`config.mk`:
```
export PLATFORM = sky130hd
export DESIGN_NAME = gcd_engine
export DESIGN_NICKNAME = d
export VERILOG_FILES = /design/src/rtl/gcd_engine.sv
export SDC_FILE = /design/constraint.sdc
export NUM_CORES = 1
export LEC_CHECK = 0
export CAP_MARGIN = 20
export CORE_ASPECT_RATIO = 1.1
export CORE_UTILIZATION = 50
export CTS_CLUSTER_DIAMETER = 150
export DETAILED_ROUTE_END_ITERATION = 7
export GPL_TIMING_DRIVEN = 0
export PLACE_DENSITY = 0.76
export SLEW_MARGIN = 20
export SYNTH_ARGS = -nofsm -noshare
export SYNTH_HDL_FRONTEND = slang
export SYNTH_SLANG_ARGS = --single-unit
```
`constraint.sdc`:
```
create_clock -name clk -period 2.26 [get_ports clk]
set_input_delay 0.452 -clock clk [delete_from_list [all_inputs] [get_ports clk]]
set_output_delay 0.452 -clock clk [all_outputs]
set_load 0.03 [all_outputs]
```
`src/rtl/gcd_engine.sv`:
```
// Subtractive GCD engine: loads two unsigned operands on start, repeatedly
// subtracts the smaller from the larger, and publishes the GCD plus step count.
module gcd_engine #(
  parameter int WIDTH = 8
) (
  input  logic             clk,
  input  logic             reset,
  input  logic             start,
  input  logic [WIDTH-1:0] x_i,
  input  logic [WIDTH-1:0] y_i,
  output logic             busy,
  output logic             done,
  output logic [WIDTH-1:0] d_o,
  output logic [WIDTH-1:0] iter_o
);

  typedef enum logic [1:0] {
    IDLE = 2'd0,
    RUN  = 2'd1,
    DONE = 2'd2
  } state_t;

  localparam logic [WIDTH-1:0] ONE = WIDTH'(1);

  state_t           r_state;
  logic [WIDTH-1:0] r_x;
  logic [WIDTH-1:0] r_y;
  logic [WIDTH-1:0] r_cnt;
  logic [WIDTH-1:0] r_d;
  logic [WIDTH-1:0] r_iter;
  logic             r_busy;
  logic             r_done;

  // Result registers only move on DONE entry, so they hold through RUN and IDLE.
  always_ff @(posedge clk or negedge reset) begin
    if (!reset) begin
      r_state <= IDLE;
      r_x     <= '0;
      r_y     <= '0;
      r_cnt   <= '0;
      r_d     <= '0;
      r_iter  <= '0;
      r_busy  <= 1'b0;
      r_done  <= 1'b0;
    end else begin
      case (r_state)
        IDLE, DONE: begin
          if (start) begin
            r_x     <= x_i;
            r_y     <= y_i;
            r_cnt   <= '0;
            r_busy  <= 1'b1;
            r_done  <= 1'b0;
            r_state <= RUN;
          end
        end
        RUN: begin
          if (r_x == '0 || r_y == '0) begin
            r_d     <= r_x | r_y;
            r_iter  <= r_cnt;
            r_busy  <= 1'b0;
            r_done  <= 1'b1;
            r_state <= DONE;
          end else if (r_x == r_y) begin
            r_d     <= r_x;
            r_iter  <= r_cnt;
            r_busy  <= 1'b0;
            r_done  <= 1'b1;
            r_state <= DONE;
          end else if (r_x < r_y) begin
            r_y   <= r_y - r_x;
            r_cnt <= r_cnt + ONE;
          end else begin
            r_x   <= r_x - r_y;
            r_cnt <= r_cnt + ONE;
          end
        end
        default: begin
          r_busy  <= 1'b0;
          r_done  <= 1'b0;
          r_state <= IDLE;
        end
      endcase
    end
  end

  assign busy   = r_busy;
  assign done   = r_done;
  assign d_o    = r_d;
  assign iter_o = r_iter;

endmodule

```
# Word-level counts from Yosys, hierarchy flattened
# Cells that the tools add are included.
# totals
ff_bits,44
latchBits,0
ram_bits,0
mem_bits_ro,0
inputBits,19
out_inout_bits,18
n_memories,0
# classes
addsub,3
multipliers,0
div,0
n_lt_le_gt_ge,1
n_eq_ne,9
shift,0
muxes,30
n_bitwise,1
reduce_logical,12
# ops
op,n
$mux W8,15
$pmux W8 S2,3
$logic_not A8 Y1,2
$sub A8 B8 Y8,2
$ne A2 B2 Y1 const B,5
$reduce_and A5 Y1,2
$add A8 B1 Y8 const B,1
$eq A8 B8 Y1,1
$lt A8 B8 Y1,1
$or A8 B8 Y8,1
$mux W1,6
$mux W2,3
$pmux W1 S2,2
$pmux W2 S2,1
$reduce_and A2 Y1,2
$reduce_and A4 Y1,1
$reduce_bool A2 Y1,2
$ne A3 B3 Y1 const B,1
$eq A2 B1 Y1 const B,1
$eq A2 B2 Y1 const B,1
$logic_not A2 Y1,1
$reduce_or A2 Y1,1
$logic_or A1 B1 Y1,1

# Longest topological paths before layout
# depth
word_depth,5
mapped_depth,9
ltp_nobuf,8

# Least setup slack after synthesis
# Ideal clock, no wire load.
# synth_path
path_type,reg2reg
from,register r_x[1]
to,"register r_d[0], in the netlist d_o[0]"
setup_time_ns,0.125
t_arrival_ns,2.201
required_time_ns,2.135
slack_ns,-0.066
path_stages_with_launch,8
cell_sequence,dfrtp_1 > inv_1 > ha_1 > nor4_1 > nand2_1 > a21oi_4 > buf_6 > mux2_2
# synth_between
elab_chain_len,4
elab_cells_between_ends,6
cone_classes,eq/ne: 1; mux: 1; reduce/logical: 4
# synth_lines
element,line,rtl
start: declaration,26,logic [WIDTH-1:0] r_x;
start signal: assignment,49,r_x <= x_i;
start signal: assignment,74,r_x <= r_x - r_y;
$logic_not A8 Y1,58,if (r_x == '0 || r_y == '0) begin
$logic_or A1 B1 Y1,58,
$reduce_bool A2 Y1 (no source line),--,
$reduce_and A2 Y1 (no source line),--,
end signal: assignment,59,r_d <= r_x | r_y;
end signal: assignment,65,r_d <= r_x;
end: declaration,29,logic [WIDTH-1:0] r_d;
# Parallel ways exist; a longest one is shown, timed or not.
# A chain may end at the register's enable or synchronous reset.

# Worst setup path after layout
# layout_path
from,register r_y[0]
to,register r_x[6]
# layout_between
elab_chain_len,5
elab_cells_between_ends,13
cone_classes,add/sub: 1; order compare: 1; eq/ne: 4; mux: 4; reduce/logical: 3
# layout_lines
element,line,rtl
start: declaration,27,logic [WIDTH-1:0] r_y;
start signal: assignment,50,r_y <= y_i;
start signal: assignment,71,r_y <= r_y - r_x;
$sub A8 B8 Y8,74,
$mux W8,70,end else if (r_x < r_y) begin
$mux W8,64,end else if (r_x == r_y) begin
$mux W8,58,
$pmux W8 S2,46,case (r_state)
# Parallel ways exist; a longest one is shown, timed or not. The select of a mux whose other input is x is not followed.

==> results_dict.tcl <==
set metrics [dict create \
    status "finished, violations left" \
    violations "negative setup slack" \
    syn_nets 320 \
    dieArea_um2 5920 \
    synth_edf_count 0 \
    vias 2450 \
    cp_num_buf_inv 1 \
    synth-seq-cells 43 \
    path_max_fanout 8 \
    cts_max_level 2 \
    wl_per_cell_um 17.5 \
    ys_seq_area_share_pct 38.3 \
    track_usage_pct 24.7 \
    cpPeakStageDelay_ps 450 \
    hp-class "in -> async" \
    rows 28 \
    tightest_slew_ps 563 \
    ys_warn_count 0 \
    crit_family "compound AO/OA/AOI/OAI gates" \
    utilization_pct 72.0 \
    grt_max_degree 23 \
    clockBufferDepth 2 \
    clock_sinks 43 \
    die_y_um 80.6 \
    synthCells 275 \
    layout_setup_ws_ps -59.6 \
    drc 0 \
    ant_nets 0 \
    path_cells "ha_4 > fa_2 > o21bai_4 > a21oi_4 > o2111ai_4 > a31oi_4 > buf_12 > mux2_4" \
    diodes 0 \
    finalCritPeriodShare_pct 103 \
    pre_cts_slack_ps -311 \
    skew_ps 11.6 \
    grt_pass1_wl_um 10900 \
    yosysTopAreaCell "dfrtp_1" \
    grt_overflow 0 \
    hpwl_um 4710 \
    fmax_mhz 431 \
    slew_headroom_pct 62.5 \
    clkTransAtPathRegs_ps 90 \
    synthDistinctLibCells 52 \
    core_um2 5400 \
    fillers 378 \
    cap_violations 0 \
    drt_pre_antenna_iters 5 \
    post_synth_main_area_contributors "dfrtp_1, ha_1, mux2_2, inv_1, xnor2_1" \
    cts-buffers-inserted 5 \
    drt-initial-drc-count 165 \
    yosys_most_used_dff "dfrtp_1" \
    gp_congestion 0.917 \
    synth_area_per_cell_um2 10.2 \
    setup_viol 16 \
    yosysMostFrequentCell "dfrtp_1" \
    via_per_inst 5.74 \
    synthTopCellsByCount "dfrtp_1, inv_1, ha_1" \
    hold_buffers 0 \
    setup.worst_path.class "reg -> reg" \
    yosysTopAreaCellShare_pct 38.3 \
    syn2layout_area_growth_pct 38.3 \
    required_ps 2450 \
    die_w_um 73.5 \
    grt_pass1_vias 2207 \
    critPathLaunchType "flip-flop" \
    worstSetupEndpointType "flip-flop" \
    nets 396 \
    stdcell_count 427 \
    drt-total-wl_um 7460 \
    start_util_pct 52.1 \
    clock_latency_ps 310 \
    worstPathArrival_ps 2510 \
    layout-drive-gt1-share_pct 32.7 \
    antenna_found_initial 0 \
    portBuffers 36 \
    dp_cells 387 \
    ys_async_sr_fraction_pct 100 \
    hold_viol 0 \
    rsz0062_at_grt "true" \
    cp_slowest_cell "dfrtp_1" \
    slew_viol_final 0 \
    ios 37 \
    cts_tree "done" \
    syn_area_um2 2810 \
    cts_root_buf "clkbuf_8" \
    min_period_ps 2320 \
]
repair_timing:
action | CTS | global route
setup endpoints to repair | 37 | 37
pin swaps | 6 | 16
setup buffers | 16 | 15
cloned | 0 | 2
endpoints found under the hold margin | 0 | 0
resized for setup | 24 | 39
stage by stage:
| stage | TNS [ps] | hold WS (ps) | cell area (um^2) |
|---|---|---|---|
| 3_3_place_gp | -24790 | 471 | 3270 |
| 4_1_cts | -982 | 138 | 3620 |
| 3_5_place_dp | -7670 | 470 | 3290 |
| 5_1_grt | -1180 | 156 | 3890 |
| 6_report | -363 | 119 | 3890 |
| 2_1_floorplan | -96.5 | 156 | 2820 |
area by class of cell:
cell class / count / area [um^2] / area share [%]
clock inverters: 2 / 12.5 / 0.322
repair buffers: 70 / 652 / 16.8
plain buffers: 8 / 67.6 / 1.74
clock buffers: 6 / 72.6 / 1.87
multi-input cells: 197 / 1810 / 46.6
inverters: 26 / 97.6 / 2.51
well taps: 75 / 93.8 / 2.41
flip-flops and latches: 43 / 1080 / 27.8
flip-flops by register name (all words and copies together), names as in the netlist:
name and count:
d_o 8, r_cnt 8, r_x 8, busy 1, r_y 8, iter_o 8
r_state 2
cell families (layout without fill, tap and decap cells):
kind of cell / count (synthesis) / count (layout) / synth area share [%]
AND/OR/NAND/NOR: 73 / 73 / 14.0
AO/OA/AOI/OAI: 61 / 61 / 15.9
flip-flops: 43 / 43 / 38.3
buffers and inverters: 35 / 112 / 5.61
adder cells (fa/ha/maj): 26 / 26 / 12.1
multiplexers: 25 / 25 / 10.3
XOR/XNOR: 12 / 12 / 3.74
placed cells by master, fill, tap and decap left out, drive strengths merged, types with 2 or more instances in the layout:
cell | netlist | final
and2 | 3 | 3
fa | 2 | 2
xnor2 | 11 | 11
a21oi | 14 | 14
mux2 | 20 | 20
dfrtp | 43 | 43
a221oi | 7 | 7
nor3 | 4 | 4
nor2 | 15 | 15
mux2i | 5 | 5
nor2b | 5 | 5
or3 | 3 | 3
buf | 7 | 40
o21bai | 4 | 4
nand4 | 3 | 3
nor4 | 6 | 6
ha | 24 | 24
or4 | 4 | 4
inv | 26 | 26
nand2 | 17 | 17
nand2b | 4 | 4
clkbuf | 2 | 9
a2111oi | 2 | 2
o311ai | 2 | 2
nor3b | 3 | 3
clkdlybuf4s50 | 0 | 35
nand3 | 3 | 3
o31a | 2 | 2
o21ai | 18 | 18
o31ai | 3 | 3
path summary, 6_finish.rpt:
check | to | depth (start not counted) | slack (ps) | startpoint
max | r_x[6]$_DFFE_PN0P_ | 8 | -60 | r_y[0]$_DFFE_PN0P_
max reg2reg | r_x[6]$_DFFE_PN0P_ | 8 | -60 | r_y[0]$_DFFE_PN0P_
max in group asynchronous | r_x[6]$_DFFE_PN0P_ | 2 | 1620 | reset
min in group clk | d_o[3]$_DFFE_PN0P_ | 1 | 500 | d_o[3]$_DFFE_PN0P_
min reg2reg | d_o[3]$_DFFE_PN0P_ | 1 | 500 | d_o[3]$_DFFE_PN0P_
min | r_y[0]$_DFFE_PN0P_ | 1 | 120 | reset
per-layer routing:
metal / share of wire, % / global-route usage, % / up-vias
li1: - / - / 1143
met1: 44 / 34.0 / 1198
met2: 49 / 38.7 / 90
met3: 4.6 / 4.02 / 19
met4: 2.5 / 9.42 / 0
met5: 0 / 0 / -
Power is left out: the tool's default activity adds up to more than one toggle a clock period on the data nets, which glitch-free logic cannot reach.
==> patch 1: new RTL, same flow settings <==
Make the reset (`reset`) synchronous in one clocked block.
--- a/src/rtl/gcd_engine.sv
+++ b/src/rtl/gcd_engine.sv
@@ -32,7 +32,7 @@
   logic             r_done;
 
   // Result registers only move on DONE entry, so they hold through RUN and IDLE.
-  always_ff @(posedge clk or negedge reset) begin
+  always_ff @(posedge clk) begin
     if (!reset) begin
       r_state <= IDLE;
       r_x     <= '0;
Function: differs if reset is asserted again (counterexample within 4 cycles, from zero or initial values and one cycle with reset low); with reset held inactive, the same outputs for 4 cycles.
==> patch 1 against the original RTL <==
  * The run still ends with setup timing left
  * Die area increased by 1.1%
  * Wire length grew 4.8%
  * Worst setup slack better by 0.025 ns
  * Global-route usage grew 2.0 points
  * Non-clock buffer count down 5
  * First-iteration DRC count increased by 44%
  * Sequential cell count unchanged
  * Area after synthesis up 1.1%
  * Final area down 1.5%
  * Via count grew 7.0%
  * Critical endpoint is now r_x[7]
  * Largest cell class unchanged
  * Highest routed layer unchanged
==> patch 1: results (changes against the original RTL) <==
* Run status: complete, but fails checks
* Violated checks: setup timing
* M2 GR Usage at 43.58% (+4.9 points)
* Post-synthesis adder-cell area fraction at 11.98% (-0.13 points)
* Final setup violation count at 5 (-11)
* HPWL Detailed at 5153 um (+9.4%)
* Largest incremental delay on the critical path at 0.43 ns (-0.02 ns)
* Post-Synth XOR/XNOR Area at 4.315% (+0.58 points)
* Syn avg cell area at 8.507 um2 (-17%)
* Worst Setup EP: r_x[7]
* Compound-Gate Fraction of Synth Area at 24.09% (+8.2 points)
* Layout cell share with drive strength beyond 1 at 23.31% (-9.4 points)
* Initial DRC Count at 237 (+44%)
* Largest net degree at the start of global routing at 15 (-35%)
* Met3 Track Usage GR at 4.342% (+0.33 points)
* Main area contributors after synthesis: dfxtp_1 (30%), ha_1 (11%), nand2_1 (7.7%)
* Synth top cells by count: nand2_1 (58), dfxtp_1 (43), inv_1 (27), ha_1 (24), a21boi_0 (17)
* Final WS setup at -0.03493 ns (+0.02471 ns)
* Post-CTS Setup Bufs at 10 (-6)
* Nets at 443 (+12%)
* Global-route wire length before repair at 11990 um (+9.5%)
* Pre-CTS setup slack at -0.3105 ns (+0.0005990 ns)
* Asr flop ratio synth at 0% (-100 points)
* Total wire length at 7817 um (+4.8%)
* R2r startpoint: r_x[7]
* Post-CTS sizing at 36 (+50%)
* Max FO, Critical Path at 6 (-2)
* Critical path arrival at 2.50 ns (about the same)
* Headroom to the max-slew limit at 61.78% (-0.72 points)
* M1 WL at 3414 um (+3.2%)
* Cell Area, Placed at 3296 um2 (about the same)
* Grt met1 use at 34.65% (+0.68 points)
* Wire length on met3 at 372 um (+9.1%)
* Total nets after synthesis at 379 (+18%)
* R2r worst-path depth at 9 (+1)
* Worst path slowest cell: dfxtp_1
* Top_reg_cell synth: dfxtp_1
* Worst clock skew at 0.01139 ns (-0.0001934 ns)
* Seq/Total Area, Yosys at 30.30% (-8.0 points)
[patch 1: cell count changes in the layout (fill, tap and decap cells not counted), moves of 7 or more]
| cell | delta |
|---|---|
| dfxtp_4 | +7 |
| o211ai_1 | +9 |
| dfxtp_1 | +30 |
| mux2_2 | -15 |
| inv_2 | -7 |
| nand2_1 | +41 |
| buf_4 | -9 |
| a21boi_0 | +16 |
| dfrtp_1 | -40 |
| o21ai_0 | -8 |
[patch 1: final cells by class]
class                   count  area (um2)
multi-input cells         248        1968
fillers                   410        1604
flip-flops and latches     43       894.6
repair buffers             59       548.0
inverters                  27       110.1
plain buffers              14       98.84
well taps                  75       93.84
clock buffers               5       68.82
clock inverters             3       43.79
[patch 1: through the flow]
| stage | hold WS (ns) | setup TNS [ns] |
|---|---|---|
| finish | 0.4630 | -0.06896 |
| global placement | 0.4507 | -4.821 |
| floorplan | 0.4536 | 0 |
| global route | 0.4964 | -1.224 |
| detailed placement | 0.4558 | -5.987 |
| CTS | 0.4669 | -0.1016 |
==> patch 2: new RTL, config.mk and constraints unchanged <==
Made on the original files. `WIDTH`: 8 -> 10.
--- a/src/rtl/gcd_engine.sv
+++ b/src/rtl/gcd_engine.sv
@@ -1,7 +1,7 @@
 // Subtractive GCD engine: loads two unsigned operands on start, repeatedly
 // subtracts the smaller from the larger, and publishes the GCD plus step count.
 module gcd_engine #(
-  parameter int WIDTH = 8
+  parameter int WIDTH = 10
 ) (
   input  logic             clk,
   input  logic             reset,
Ports: changed (resized d_o, iter_o, x_i and y_i); port bits go from 37 to 45. The function was not compared with the original's and may differ.
==> patch 2 against the original RTL <==
  * The run still ends with setup timing left
  * Worst setup slack gained 0.0066 ns
  * Global-route usage grew 2.2 points
  * First-iteration DRC count grew 44%
  * Sequential share of layout area shrank 0.94 points
  * Critical endpoint is now r_y[8]
  * Final area grew 28%
  * Area after synthesis grew 26%
  * Hold slack gained 0.044 ns
  * Count of clock-buffer cells in the layout is the same
  * Wire length grew 41%
  * Sequential cell count grew 10
Power is not shown: default switching activity piles up to over one toggle a cycle in this logic, so the estimate is an artifact.
==> patch 2: results (changes against the original RTL) <==
* Largest net degree at the start of global routing at 54 (+130%)
* Netlist cell types at 54 (+3.8%)
* HPWL Detailed at 6411 um (+36%)
* Post-CTS Setup Bufs at 21 (+5)
* Violated checks: setup timing
* Seq/Total Area, Yosys at 37.39% (-0.90 points)
* Nets at 530 (+34%)
* Vias at 3264 (+33%)
* Antenna Cells at 0 (unchanged)
* Final WS setup at -0.05299 ns (+0.006645 ns)
* IO Port Bufs at 44 (+22%)
* Max FO, Critical Path at 8 (unchanged)
* Vias in the first global route at 3037 (+38%)
* Largest incremental delay on the critical path at 0.53 ns (+0.08 ns)
* Layout cell share with drive strength beyond 1 at 33.82% (+1.2 points)
* Routability cong. at 0.9290 (+1.4%)
* WL per Instance at 18.89 um (+8.2%)
* Worst-path clk slew at 0.11 ns (+0.02 ns)
* Run status: complete, but fails checks
* CTS H-tree depth at 2 (unchanged)
* Final setup violation count at 10 (-6)
* Post-CTS sizing at 37 (+54%)
* Worst clock skew at 0.01271 ns (+0.001122 ns)
* Total nets after synthesis at 431 (+35%)
* Synth top cells by count: dfrtp_1 (53), a21oi_1 (35), nor2_1 (34), inv_1 (31), ha_1 (30)
* Placed Cells at 502 (+30%)
* Initial DRC Count at 237 (+44%)
* YS warnings at 0 (unchanged)
* Main area contributors after synthesis: dfrtp_1 (37%), ha_1 (11%), mux2_2 (5.4%)
* Syn Inst Count at 376 (+37%)
* Critical path arrival at 2.52 ns (about the same)
* Worst path slowest cell: o41a_1
* Global-route wire length before repair at 15060 um (+38%)
* Headroom to the max-slew limit at 52.84% (-9.7 points)
* Total wire length at 10540 um (+41%)
* Total track usage at 26.94% (+2.2 points)
-- patch 2: cell types whose count changed after synthesis, sizes merged, moves of 6 or more --
cell | unedited run | this run
nor2 | 15 | 34
a21oi | 14 | 35
inv | 26 | 32
dfrtp | 43 | 53
nand3 | 3 | 9
ha | 24 | 30
buf | 7 | 17
mux2i | 5 | 11
-- patch 2: cells by family after synthesis --
logic type / after synthesis / synth area share (%)
fa+ha+maj: 32 / 11.71
mux: 32 / 9.771
simple gates: 105 / 14.85
flops: 53 / 37.39
xor+xnor: 14 / 3.457
compound gates: 89 / 16.09
buf+inv: 51 / 6.737
-- patch 2: area by class of cell --
class                   instances  area (um2)
plain buffers                  18       155.1
clock buffers                   6       72.57
fillers                       462        1747
inverters                      32       125.1
multi-input cells             272        2312
clock inverters                 2       38.79
flip-flops and latches         53        1333
well taps                      82       102.6
repair buffers                 93       824.5
-- patch 2: path summary, 6_finish.rpt --
check,depth (start not counted),startpoint,endpoint,slack (ns)
worst max register to register,10,r_y[4],r_y[8],-0.05
max in group asynchronous,1,reset,r_x[1],1.58
worst min register to register,1,iter_o[8],iter_o[8],0.49
worst min-delay path,1,reset,r_y[5],0.16
min in group clk,1,iter_o[8],iter_o[8],0.49
worst max-delay path,10,r_y[4],r_y[8],-0.05
-- patch 2: routing by layer --
metal / vias to the layer above / part of all wire [%] / GRT usage, %
met2: 123 / 49 / 43.87
li1: 1510 / - / -
met4: 0 / 3.8 / 9.503
met3: 30 / 5.2 / 5.253
met5: - / 0 / 0
met1: 1601 / 42 / 34.96
-- patch 2: through the flow --
step,area [um2],TNS (ns),setup WS [ns]
final,4964,-0.2688,-0.05299
after global routing,4964,-2.311,-0.09452
after CTS,4514,-0.1211,-0.03137
after floorplan,3550,0,0.01528
after detailed placement,4090,-8.543,-0.3297
after global placement,4093,-54.92,-0.9266
